==> src/rtl/lsq_mem_unit_pkg.sv <==
// Shared types and constants for the load/store queue: the per-entry record,
// the issue FSM encoding and the decoder opcode/funct3 values it serves.
package lsq_mem_unit_pkg;

  localparam int unsigned LSQ_XLEN  = 32;
  localparam int unsigned LSQ_TAG_W = 4;

  localparam logic [6:0] OPC_LOAD  = 7'b0000011;
  localparam logic [6:0] OPC_STORE = 7'b0100011;
  localparam logic [2:0] F3_BYTE   = 3'b000;
  localparam logic [2:0] F3_WORD   = 3'b010;

  typedef enum logic [1:0] {
    ST_IDLE,
    ST_REQ,
    ST_WAIT
  } lsq_state_e;

  typedef struct packed {
    logic                 valid;
    logic                 addr_ok;
    logic                 is_load;
    logic                 is_store;
    logic                 is_byte;
    logic [LSQ_TAG_W-1:0] tag;
    logic [LSQ_XLEN-1:0]  addr;
    logic [LSQ_XLEN-1:0]  data;
  } lsq_entry_t;

endpackage

==> src/rtl/lsq_mem_unit_byte_fmt.sv <==
// Byte-lane formatting: enables, SB lane replication and LB extraction with
// sign extension, all keyed off the low address bits.
module lsq_byte_fmt #(
  parameter int unsigned XLEN = 32
) (
  input  logic [1:0]      addr_lo,
  input  logic            is_byte,
  input  logic [XLEN-1:0] st_data,
  input  logic [XLEN-1:0] ld_raw,
  output logic [3:0]      be,
  output logic [XLEN-1:0] st_lanes,
  output logic [XLEN-1:0] ld_data
);

  logic [7:0] sel;

  always_comb begin
    sel = ld_raw[{addr_lo, 3'b000} +: 8];
    if (is_byte) begin
      be       = 4'b0001 << addr_lo;
      st_lanes = {(XLEN/8){st_data[7:0]}};
      ld_data  = {{(XLEN-8){sel[7]}}, sel};
    end else begin
      be       = 4'b1111;
      st_lanes = st_data;
      ld_data  = ld_raw;
    end
  end

endmodule

==> src/rtl/lsq_mem_unit.sv <==
// In-order load/store queue: tag-matched AGU capture, head-only issue to the
// data-memory port, stores gated on being the oldest ROB entry.
module lsq_mem_unit
  import lsq_mem_unit_pkg::*;
#(
  parameter int unsigned DEPTH = 8,
  parameter int unsigned XLEN  = 32,
  parameter int unsigned TAG_W = 4
) (
  input  logic             clk,
  input  logic             rstn,
  input  logic             flush,
  input  logic             disp_valid,
  output logic             disp_ready,
  input  logic             disp_is_load,
  input  logic             disp_is_store,
  input  logic             disp_is_byte,
  input  logic             disp_is_word,
  input  logic [TAG_W-1:0] disp_tag,
  input  logic             agu_valid,
  input  logic [TAG_W-1:0] agu_tag,
  input  logic [XLEN-1:0]  agu_addr,
  input  logic [XLEN-1:0]  agu_data,
  input  logic [TAG_W-1:0] rob_head_tag,
  output logic             mem_req,
  output logic             mem_we,
  output logic [XLEN-1:0]  mem_addr,
  output logic [XLEN-1:0]  mem_wdata,
  output logic [3:0]       mem_be,
  input  logic             mem_ready,
  input  logic             mem_rvalid,
  input  logic [XLEN-1:0]  mem_rdata,
  output logic             wb_valid,
  output logic [TAG_W-1:0] wb_tag,
  output logic [XLEN-1:0]  wb_data,
  output logic             empty
);

  localparam int unsigned    PTR_W    = $clog2(DEPTH);
  localparam logic [PTR_W:0] FULL_CNT = (PTR_W+1)'(DEPTH);

  lsq_state_e       state_q, state_d;
  lsq_entry_t       ent_q [DEPTH];
  lsq_entry_t       ent_d [DEPTH];
  logic [PTR_W-1:0] head_q, head_d, tail_q, tail_d;
  logic [PTR_W:0]   count_q, count_d;
  logic             wb_valid_q, wb_valid_d;
  logic [TAG_W-1:0] wb_tag_q, wb_tag_d;
  logic [XLEN-1:0]  wb_data_q, wb_data_d;

  lsq_entry_t       head_ent;
  logic             head_elig, pop, load_done, disp_acc;
  logic [3:0]       fmt_be;
  logic [XLEN-1:0]  fmt_wdata, fmt_rdata;

  assign head_ent   = ent_q[head_q];
  assign head_elig  = head_ent.valid && head_ent.addr_ok &&
                      (head_ent.is_load || (head_ent.is_store && head_ent.tag == rob_head_tag));
  assign disp_ready = (count_q != FULL_CNT);
  assign empty      = (count_q == '0);
  assign disp_acc   = disp_valid && disp_ready && (disp_is_load || disp_is_store);
  assign wb_valid   = wb_valid_q;
  assign wb_tag     = wb_tag_q;
  assign wb_data    = wb_data_q;

  lsq_byte_fmt #(.XLEN(XLEN)) u_fmt (
    .addr_lo  (head_ent.addr[1:0]),
    .is_byte  (head_ent.is_byte),
    .st_data  (head_ent.data),
    .ld_raw   (mem_rdata),
    .be       (fmt_be),
    .st_lanes (fmt_wdata),
    .ld_data  (fmt_rdata)
  );

  always_ff @(posedge clk) begin
    if (!rstn) state_q <= ST_IDLE;
    else       state_q <= state_d;
  end

  always_comb begin
    state_d   = state_q;
    pop       = 1'b0;
    load_done = 1'b0;
    unique case (state_q)
      ST_IDLE: if (head_elig) state_d = ST_REQ;
      ST_REQ: begin
        if (mem_ready) begin
          if (head_ent.is_store) begin
            state_d = ST_IDLE;
            pop     = 1'b1;
          end else begin
            state_d = ST_WAIT;
          end
        end
      end
      ST_WAIT: begin
        if (mem_rvalid) begin
          state_d   = ST_IDLE;
          pop       = 1'b1;
          load_done = 1'b1;
        end
      end
      default: state_d = ST_IDLE;
    endcase
    if (flush) begin
      state_d   = ST_IDLE;
      pop       = 1'b0;
      load_done = 1'b0;
    end
  end

  always_comb begin
    mem_req   = (state_q == ST_REQ);
    mem_we    = mem_req && head_ent.is_store;
    mem_addr  = mem_req ? {head_ent.addr[XLEN-1:2], 2'b00} : '0;
    mem_be    = mem_req ? fmt_be : '0;
    mem_wdata = mem_req ? fmt_wdata : '0;
  end

  always_comb begin
    ent_d      = ent_q;
    head_d     = head_q;
    tail_d     = tail_q;
    count_d    = count_q;
    wb_valid_d = 1'b0;
    wb_tag_d   = wb_tag_q;
    wb_data_d  = wb_data_q;
    if (agu_valid) begin
      for (int unsigned i = 0; i < DEPTH; i++) begin
        if (ent_q[i].valid && ent_q[i].tag == agu_tag) begin
          ent_d[i].addr    = agu_addr;
          ent_d[i].data    = agu_data;
          ent_d[i].addr_ok = 1'b1;
        end
      end
    end
    if (pop) begin
      ent_d[head_q].valid = 1'b0;
      head_d              = head_q + 1'b1;
    end
    if (load_done) begin
      wb_valid_d = 1'b1;
      wb_tag_d   = head_ent.tag;
      wb_data_d  = fmt_rdata;
    end
    if (disp_acc) begin
      ent_d[tail_q] = '{valid: 1'b1, addr_ok: 1'b0, is_load: disp_is_load,
                        is_store: disp_is_store, is_byte: disp_is_byte & ~disp_is_word,
                        tag: disp_tag, addr: '0, data: '0};
      tail_d = tail_q + 1'b1;
    end
    unique case ({disp_acc, pop})
      2'b10:   count_d = count_q + 1'b1;
      2'b01:   count_d = count_q - 1'b1;
      default: count_d = count_q;
    endcase
    if (flush) begin
      for (int unsigned i = 0; i < DEPTH; i++) ent_d[i].valid = 1'b0;
      head_d     = '0;
      tail_d     = '0;
      count_d    = '0;
      wb_valid_d = 1'b0;
    end
  end

  always_ff @(posedge clk) begin
    if (!rstn) begin
      for (int unsigned i = 0; i < DEPTH; i++) ent_q[i] <= '0;
      head_q     <= '0;
      tail_q     <= '0;
      count_q    <= '0;
      wb_valid_q <= 1'b0;
      wb_tag_q   <= '0;
      wb_data_q  <= '0;
    end else begin
      ent_q      <= ent_d;
      head_q     <= head_d;
      tail_q     <= tail_d;
      count_q    <= count_d;
      wb_valid_q <= wb_valid_d;
      wb_tag_q   <= wb_tag_d;
      wb_data_q  <= wb_data_d;
    end
  end

endmodule
==> config.mk <==
export PLATFORM = sky130hd
export DESIGN_NAME = lsq_mem_unit
export DESIGN_NICKNAME = d
export VERILOG_FILES = /design/src/rtl/lsq_mem_unit_pkg.sv /design/src/rtl/lsq_mem_unit_byte_fmt.sv /design/src/rtl/lsq_mem_unit.sv
export SDC_FILE = /design/constraint.sdc
export NUM_CORES = 2
export LEC_CHECK = 0
export CORE_ASPECT_RATIO = 1.2
export CORE_MARGIN = 1
export CORE_UTILIZATION = 58
export CTS_CLUSTER_SIZE = 30
export DETAILED_ROUTE_END_ITERATION = 16
export PLACE_DENSITY_LB_ADDON = 0.15
export SYNTH_ARGS = -nofsm -noshare
export SYNTH_HDL_FRONTEND = slang
export SYNTH_SLANG_ARGS = --single-unit
==> constraint.sdc <==
create_clock -name clk -period 3.8 [get_ports clk]
set_input_delay 0.38 -clock clk [delete_from_list [all_inputs] [get_ports clk]]
set_output_delay 0.38 -clock clk [all_outputs]
set_load 0.01 [all_outputs]
### After elaboration in Yosys (flattened, before gate mapping)

Index checks and enable logic that the tools add are counted.

* shifts and indexed selects: 2
* add/subtract/negate cells: 4
* reduce and logical (&&, ||, !) cells: 23
* equal/unequal tests: 17
* bitwise logic cells: 5
* muxes and demuxes: 63
* magnitude comparators: 4

Operator list (count)
* 584-bit bitwise mux: 2
* 584-bit 2-to-1 mux: 2
* 64-bit 2-to-1 mux: 16
* 73-bit demux with 3-bit select: 2
* 73-bit 2-to-1 mux: 4
* 73-bit binary-select mux with 3-bit select: 1
* 32-bit 2-to-1 mux: 4
* 4-bit == test: 9
* 32-bit by 6-bit variable part select with 8-bit output: 1
* 1-bit 2-to-1 mux: 23
* 1-bit logical AND: 16
* 4-bit greater-or-equal comparator (second input constant): 2
* 4-bit by 1-bit < comparator with 1-bit output (second input constant): 2
* 2-bit 2-to-1 mux: 4
* 4-bit 2-to-1 mux: 2
* 3-bit NOT with 4-bit output: 2
* 4-bit case mux with 2 select lines: 1
* 3-bit by 1-bit adder with 3-bit output (second input constant): 2
* 2-bit case mux with 3 select lines: 1
* 4-bit by 1-bit adder with 4-bit output (second input constant): 1
* 2-bit by 1-bit == test with 1-bit output (second input constant): 2
* 2-bit == test (second input constant): 2
* 4-bit zero test: 1
* 2-bit != test (second input constant): 2
* 12 further kinds: 14

* word-level logic and storage cells: 189
* bits of input ports: 119
* output and inout bits: 109
* register bits after elaboration: 633

### Logic depth before layout (Yosys ltp)

* depth after elaboration: 11
* depth in mapped cells: 13
* gate-level depth less buffers: 13

### Hierarchy

From an unflattened synthesis, not the netlist that was laid out.

* cells, all modules: 3396
* area, all modules: 28991.6 um^2

Modules (own cells, without submodules)
* lsq_mem_unit: cells an instance 3223, area each 28054.4 um^2, instances 1, seq. area each 12672.2 um^2
* lsq_byte_fmt: cells an instance 173, area each 937.1 um^2, instances 1, seq. area each 0.0 um^2

### Least setup slack after synthesis

OpenSTA, ideal clock, no wires.

* kind: register to register
* start point: register head_q[0]
* end point: register count_q[2]
* path buffers: 1
* arrival: 2.866 ns
* slack: 0.863 ns
* stages on the path, launching flop included: 14
* required time: 3.729 ns
* setup time: 0.071 ns
* clock period less this slack: 2.937 ns
* cell sequence: dfxtp_1 > buf_6 > mux4_2 > mux2i_1 > o21ai_0 > nand2_1 > nor2_1 > ha_1 > xor2_1 > ha_1 > a21oi_1 > xor2_1 > or3_1 > a21oi_1

* word-level cells in the longest chain between the ends: 10
* elaborated cells on any way between the ends: 12
* those cells by class: eq/ne (2); mux (8); bitwise (1); reduce/logical (1)

RTL lines
* start, declared: line lsq_mem_unit.sv:45 `logic [PTR_W-1:0] head_q, head_d, tail_q, tail_d;`
* start signal, assigned: line lsq_mem_unit.sv:170 `head_q <= '0;`
* start signal, assigned: line lsq_mem_unit.sv:178 `head_q <= head_d;`
* 3-bit NOT with 4-bit output (not written as such) *: line lsq_mem_unit.sv:56 `assign head_ent = ent_q[head_q];`
* 73-bit binary-select mux with 3-bit select *: line lsq_mem_unit.sv:56
* 73-bit 2-to-1 mux (not written as such) * (2 in a row): line lsq_mem_unit.sv:56
* 1-bit 2-to-1 mux *: line lsq_mem_unit.sv:89 `if (head_ent.is_store) begin`
* 1-bit 2-to-1 mux *: line lsq_mem_unit.sv:88 `if (mem_ready) begin`
* 1-bit case mux with 2 select lines *: line lsq_mem_unit.sv:85 `unique case (state_q)`
* 1-bit 2-to-1 mux *: line lsq_mem_unit.sv:106 `if (flush) begin`
* 2-bit by 1-bit == test with 1-bit output or 2-bit == test (tied branches): line lsq_mem_unit.sv:153 `unique case ({disp_acc, pop})`
* 4-bit case mux with 2 select lines or 2-bit nonzero test (tied branches)
* end signal, assigned: line lsq_mem_unit.sv:180 `count_q <= count_d;`
* end, declared: line lsq_mem_unit.sv:46 `logic [PTR_W:0] count_q, count_d;`

Mark *: on every way between the ends. The rest lies on a longest branch, timed or not. The select of a mux whose other input is x is not followed.
A chain may end at the register's enable or synchronous reset.

### Worst setup path in the final report

* start point: register head_q[0]
* end point: output mem_wdata[11]

* word-level cells in the longest chain between the ends: 6

RTL lines
* 3-bit NOT with 4-bit output (not written as such): line lsq_mem_unit.sv:56
* 73-bit binary-select mux with 3-bit select: line lsq_mem_unit.sv:56
* 73-bit 2-to-1 mux (not written as such) (2 in a row): line lsq_mem_unit.sv:56
* 32-bit 2-to-1 mux: line lsq_mem_unit_byte_fmt.sv:19 `if (is_byte) begin`
* 32-bit 2-to-1 mux: line lsq_mem_unit.sv:118 `mem_wdata = mem_req ? fmt_wdata : '0;`
* end, declared: line lsq_mem_unit.sv:28 `output logic [XLEN-1:0] mem_wdata,`

No other way between the ends. The select of a mux whose other input is x is not followed.

==> impl_metrics.csv <==
group,metric,value,unit
setup_path,timing.rr.start,"head_q[0]",
cells_and_area,fin_nets,3393,
floorplan,std_cell_rows,87,
global_routing,grt_pass1_wl,136000,um
route,vias,24300,
timing,drv_slew,0,
synthesis,yosysSeqAreaShare,45.5,%
setup_path,timing.setup.critical_path_class,"reg -> out",
clocking,holdBufCountCts,0,
setup_path,cp_top_family,"multiplexers",
place,finalWeightedCongestion,0.898,
synthesis,synthTopCellsByArea,"sky130_fd_sc_hd__dfxtp_1 (45%), sky130_fd_sc_hd__nand2_1 (15%), sky130_fd_sc_hd__mux4_2 (11%)",
timing,report.final.hold_viol_count,0,
route,drc,0,
clocking,cts-root-buf,"sky130_fd_sc_hd__clkbuf_16",
synthesis,post_synth_and_or_nand_nor_area_fraction,18.6,%
floorplan,floorplan.initialDensity,59.0,%
synthesis,synth_area_leader_cell,"sky130_fd_sc_hd__dfxtp_1",
synthesis,synthesis.instances,3237,
power,irDropWorstVdd,0.599,mV
synthesis,synth.avg_cell_area,8.61,um2
timing,timing.max_slew.rel_slack,22.6,%
power,p_switching,0.00296,W
cells_and_area,final_cell_mix,"sky130_fd_sc_hd__nand2_1 (1075), sky130_fd_sc_hd__dfxtp_1 (630), sky130_fd_sc_hd__a21oi_1 (581)",
hold_path,hold_path.startpoint,"rstn",
clocking,tritoncts,"built",
clocking,path_clk_slew,0.06,ns
floorplan,core_area,47200,um2
setup_path,timing.critical_path.cells,"buf_16, mux4_2, mux2_2, o21ai_0, a21oi_1, clkdlybuf4s50_1",
power,power.density,412,nW/um2
setup_path,rr_worst_depth,12,
setup_path,worstPathMaxFanout,26,
power,switching_share_of_total_power,22.1,%
global_routing,first_global_vias,24100,
global_routing,global_route_usage_over_all_layers,35.5,%
setup_path,critical-path-max-stage-delay,0.53,ns
run_status,outcome,"finished clean",
timing,timing.fmax,271,MHz
timing,finClkSkew,0.0252,ns
power,power_leakage,10.5,nW
timing,timing_worst_slew_pin_value,1.16,ns
setup_path,cp_num_buf_inv,2,
hold_path,whs_path_depth,3,
synthesis,synth_top_area_share,45.5,%
power,total_power,0.0134,W
power,relative_contribution_of_sequential_cells_to_total_power,49.7,%
hold_path,hold_path.class,"in -> reg",
floorplan,die-width,202,um
synthesis,synth_seq_cells,633,
global_routing,globalRoute.busiestLayer,"met2",
power,power_frac_clock,46.2,%
setup_path,timing.rr.end,"count_q[2]",
setup_path,worstSetupStartpointType,"register",
global_routing,grt_util_met1,43.2,%
floorplan,die-area,48900,um2
setup_path,timing.critical_path.to_type,"output pin",
route,dr.pass1.iters,6,
route,routed_via_density,6.17,
setup_path,critical_path_arrival,3.31,ns
timing,post-route-min-period,3.69,ns
route,antenna_left,0,
timing,timing.final.crit_share,97.1,%
synthesis,synthXorXnorAreaFrac,1.07,%
synthesis,ys.flop_type,"sky130_fd_sc_hd__dfxtp_1",
power,cell_internal_pwr,0.0104,W
synthesis,synth_enable_flop_cells,0,
synthesis,synth_adder_area_share,0.359,%
clocking,cts_inserted_buffers,59,
clocking,cts.sinks,633,
synthesis,synth-warning-count,0,
global_routing,met3_capacity_usage_during_global_routing,7.08,%
hold_path,worst_hold_path.endpoint,"ent_q[363]",
global_routing,grt.overflow.total,0,
cells_and_area,most_common_library_cell_in_the_layout_ignoring_fill_and_taps,"sky130_fd_sc_hd__nand2_1",
setup_path,r2r_slack,0.49,ns
global_routing,globalRouteMet2Util,60.7,%
global_routing,grt_start_max_net_pins,93,
run,maxcap_violations,0,
place,place.port_buffers,225,
clocking,clock_insertion_delay_worst_skew,0.65,ns
floorplan,io-pin-count,228,
setup_path,critical_path_required,3.42,ns
timing,unrepaired_setup_endpoints_after_global_routing,"false",
synthesis,synth.area.mux_share,16.7,%
place,placement.setup.worst_slack,0.510,ns
global_routing,grt_antenna_before_repair,7,
synthesis,syn-cell-area,27900,um2
route,count_of_routing_violations_after_the_opening_detailed_route_iteration,2640,
floorplan,chipHeight,242,um
clocking,htreeDepth,2,
timing,worst_slack,0.111,ns
route,avgRoutedWirePerCell,22.5,um
power,comb_power_share,4.2,%
place,place_hpwl,49900,um
synthesis,main_combinational_cell_family_by_area_after_synthesis,"simple AND/OR/NAND/NOR gates",
timing,setup_total_negative_slack,0,ns
cells_and_area,drive_gt1_share,10.5,%
synthesis,compound_gate_fraction_of_synth_area,12.6,%
route,finalWirelength,88400,um
timing,setup_viol_count_final,0,
synthesis,async_reset_ff_share,0,%
setup_path,slowest_stage,"sky130_fd_sc_hd__mux4_2",
clocking,clock_tree.buffer_depth,3,
cells_and_area,growth_of_design_area_from_synthesis_to_finish,16.6,%
setup_path,critical_path_depth,6,
synthesis,synth_cell_types,58,
[Yosys cell counts (4+ instances only)]
library cell	count
sky130_fd_sc_hd__nand4_1	5
sky130_fd_sc_hd__inv_1	13
sky130_fd_sc_hd__xor2_1	24
sky130_fd_sc_hd__o22ai_1	4
sky130_fd_sc_hd__nand3_1	7
sky130_fd_sc_hd__buf_1	21
sky130_fd_sc_hd__clkbuf_1	209
sky130_fd_sc_hd__buf_2	78
sky130_fd_sc_hd__mux4_2	142
sky130_fd_sc_hd__mux2i_1	132
sky130_fd_sc_hd__nor3_1	6
sky130_fd_sc_hd__a21oi_1	581
sky130_fd_sc_hd__o21ai_0	52
sky130_fd_sc_hd__a221oi_2	7
sky130_fd_sc_hd__nor2_1	39
sky130_fd_sc_hd__mux2_2	9
sky130_fd_sc_hd__nand2_1	1083
sky130_fd_sc_hd__xnor2_1	10
sky130_fd_sc_hd__buf_6	6
sky130_fd_sc_hd__and4_1	5
sky130_fd_sc_hd__nor2b_1	95
sky130_fd_sc_hd__buf_4	5
sky130_fd_sc_hd__and3_1	4
sky130_fd_sc_hd__and2_1	13
sky130_fd_sc_hd__dfxtp_1	633
sky130_fd_sc_hd__ha_1	8
sky130_fd_sc_hd__o211a_1	4
[kinds of logic after synthesis]
family / after synthesis
AO/OA/AOI/OAI: 669
XOR/XNOR: 34
adder cells (fa/ha/maj): 8
buffers and inverters: 334
flip-flops: 633
multiplexers: 285
other: 1
AND/OR/NAND/NOR: 1273
[timing repair]
action | in CTS | in global routing
gates resized for setup | 2 | 5
setup endpoints to repair | 12 | 7
endpoints found under the hold margin | 0 | 0
cloned | 2 | 0
buffers inserted | 2 | 0
[final cells by class]
cell class	count	area, um2
clock inverters	19	289
flip-flops and latches	633	12700
well taps	623	779
diodes	4	10.0
repair buffers	286	3120
multi-input cells	2272	13900
inverters	14	52.6
clock buffers	87	1710
fillers	3780	14700
[power groups by stage]
stage / clock (W) / sequential (W) / combinational [W]
floorplan: 0 / 0.00680 / 0.000288
global placement: 0 / 0.00680 / 0.000535
detailed placement: 0 / 0.00680 / 0.000541
CTS: 0.00622 / 0.00665 / 0.000546
global route: 0.00649 / 0.00665 / 0.000579
finish: 0.00618 / 0.00665 / 0.000557
[per-layer routing]
metal	wire, um	vias up
met4	3310	6
met2	43400	1413
met1	32200	11700
li1	-	10900
met3	9470	283
met5	35	-
[how the worst max path moves through the flow]
stage	from	to	slack (ns)
6_report	head_q[0]	mem_wdata[11]	0.11
5_1_grt	head_q[0]	mem_wdata[12]	0.02
4_1_cts	head_q[0]	mem_be[0]	0.02
3_5_place_dp	agu_tag[2]	ent_q[329]	0.51
3_3_place_gp	disp_is_store	count_q[2]	0.54
2_1_floorplan	head_q[0]	count_q[2]	0.86
[worst register-to-register path: stages (launching register included)]
cell and delay (ns):
sky130_fd_sc_hd__dfxtp_4 0.49, sky130_fd_sc_hd__mux4_2 0.55, sky130_fd_sc_hd__mux2i_1 0.32, sky130_fd_sc_hd__o21ai_0 0.28, sky130_fd_sc_hd__nand2_1 0.20, sky130_fd_sc_hd__nor2_1 0.08, sky130_fd_sc_hd__ha_1 0.26, sky130_fd_sc_hd__xor2_1 0.16
sky130_fd_sc_hd__ha_1 0.18, sky130_fd_sc_hd__a21oi_1 0.15, sky130_fd_sc_hd__xor2_1 0.10, sky130_fd_sc_hd__or3_1 0.31, sky130_fd_sc_hd__a21oi_1 0.14
[registers in the layout (all words and copies together) (netlist names)]
name	count
state_q	2
wb_data	32
head_q	3
ent_q	584
wb_tag	4
count_q	4
tail_q	3
wb_valid	1
[stage by stage]
| stage | hold WS, ns | area (um2) | cells | util (%) |
|---|---|---|---|---|
| finish | 0.177 | 32500 | 3938 | 68.8 |
| global route | 0.192 | 32500 | 3937 | 68.8 |
| CTS | 0.159 | 32500 | 3934 | 68.7 |
| detailed placement | 0.444 | 30400 | 3824 | 64.3 |
| global placement | 0.438 | 30400 | 3824 | 64.3 |
| floorplan | 0.433 | 27900 | 3238 | - |
Power figures use the tool's default switching activity.
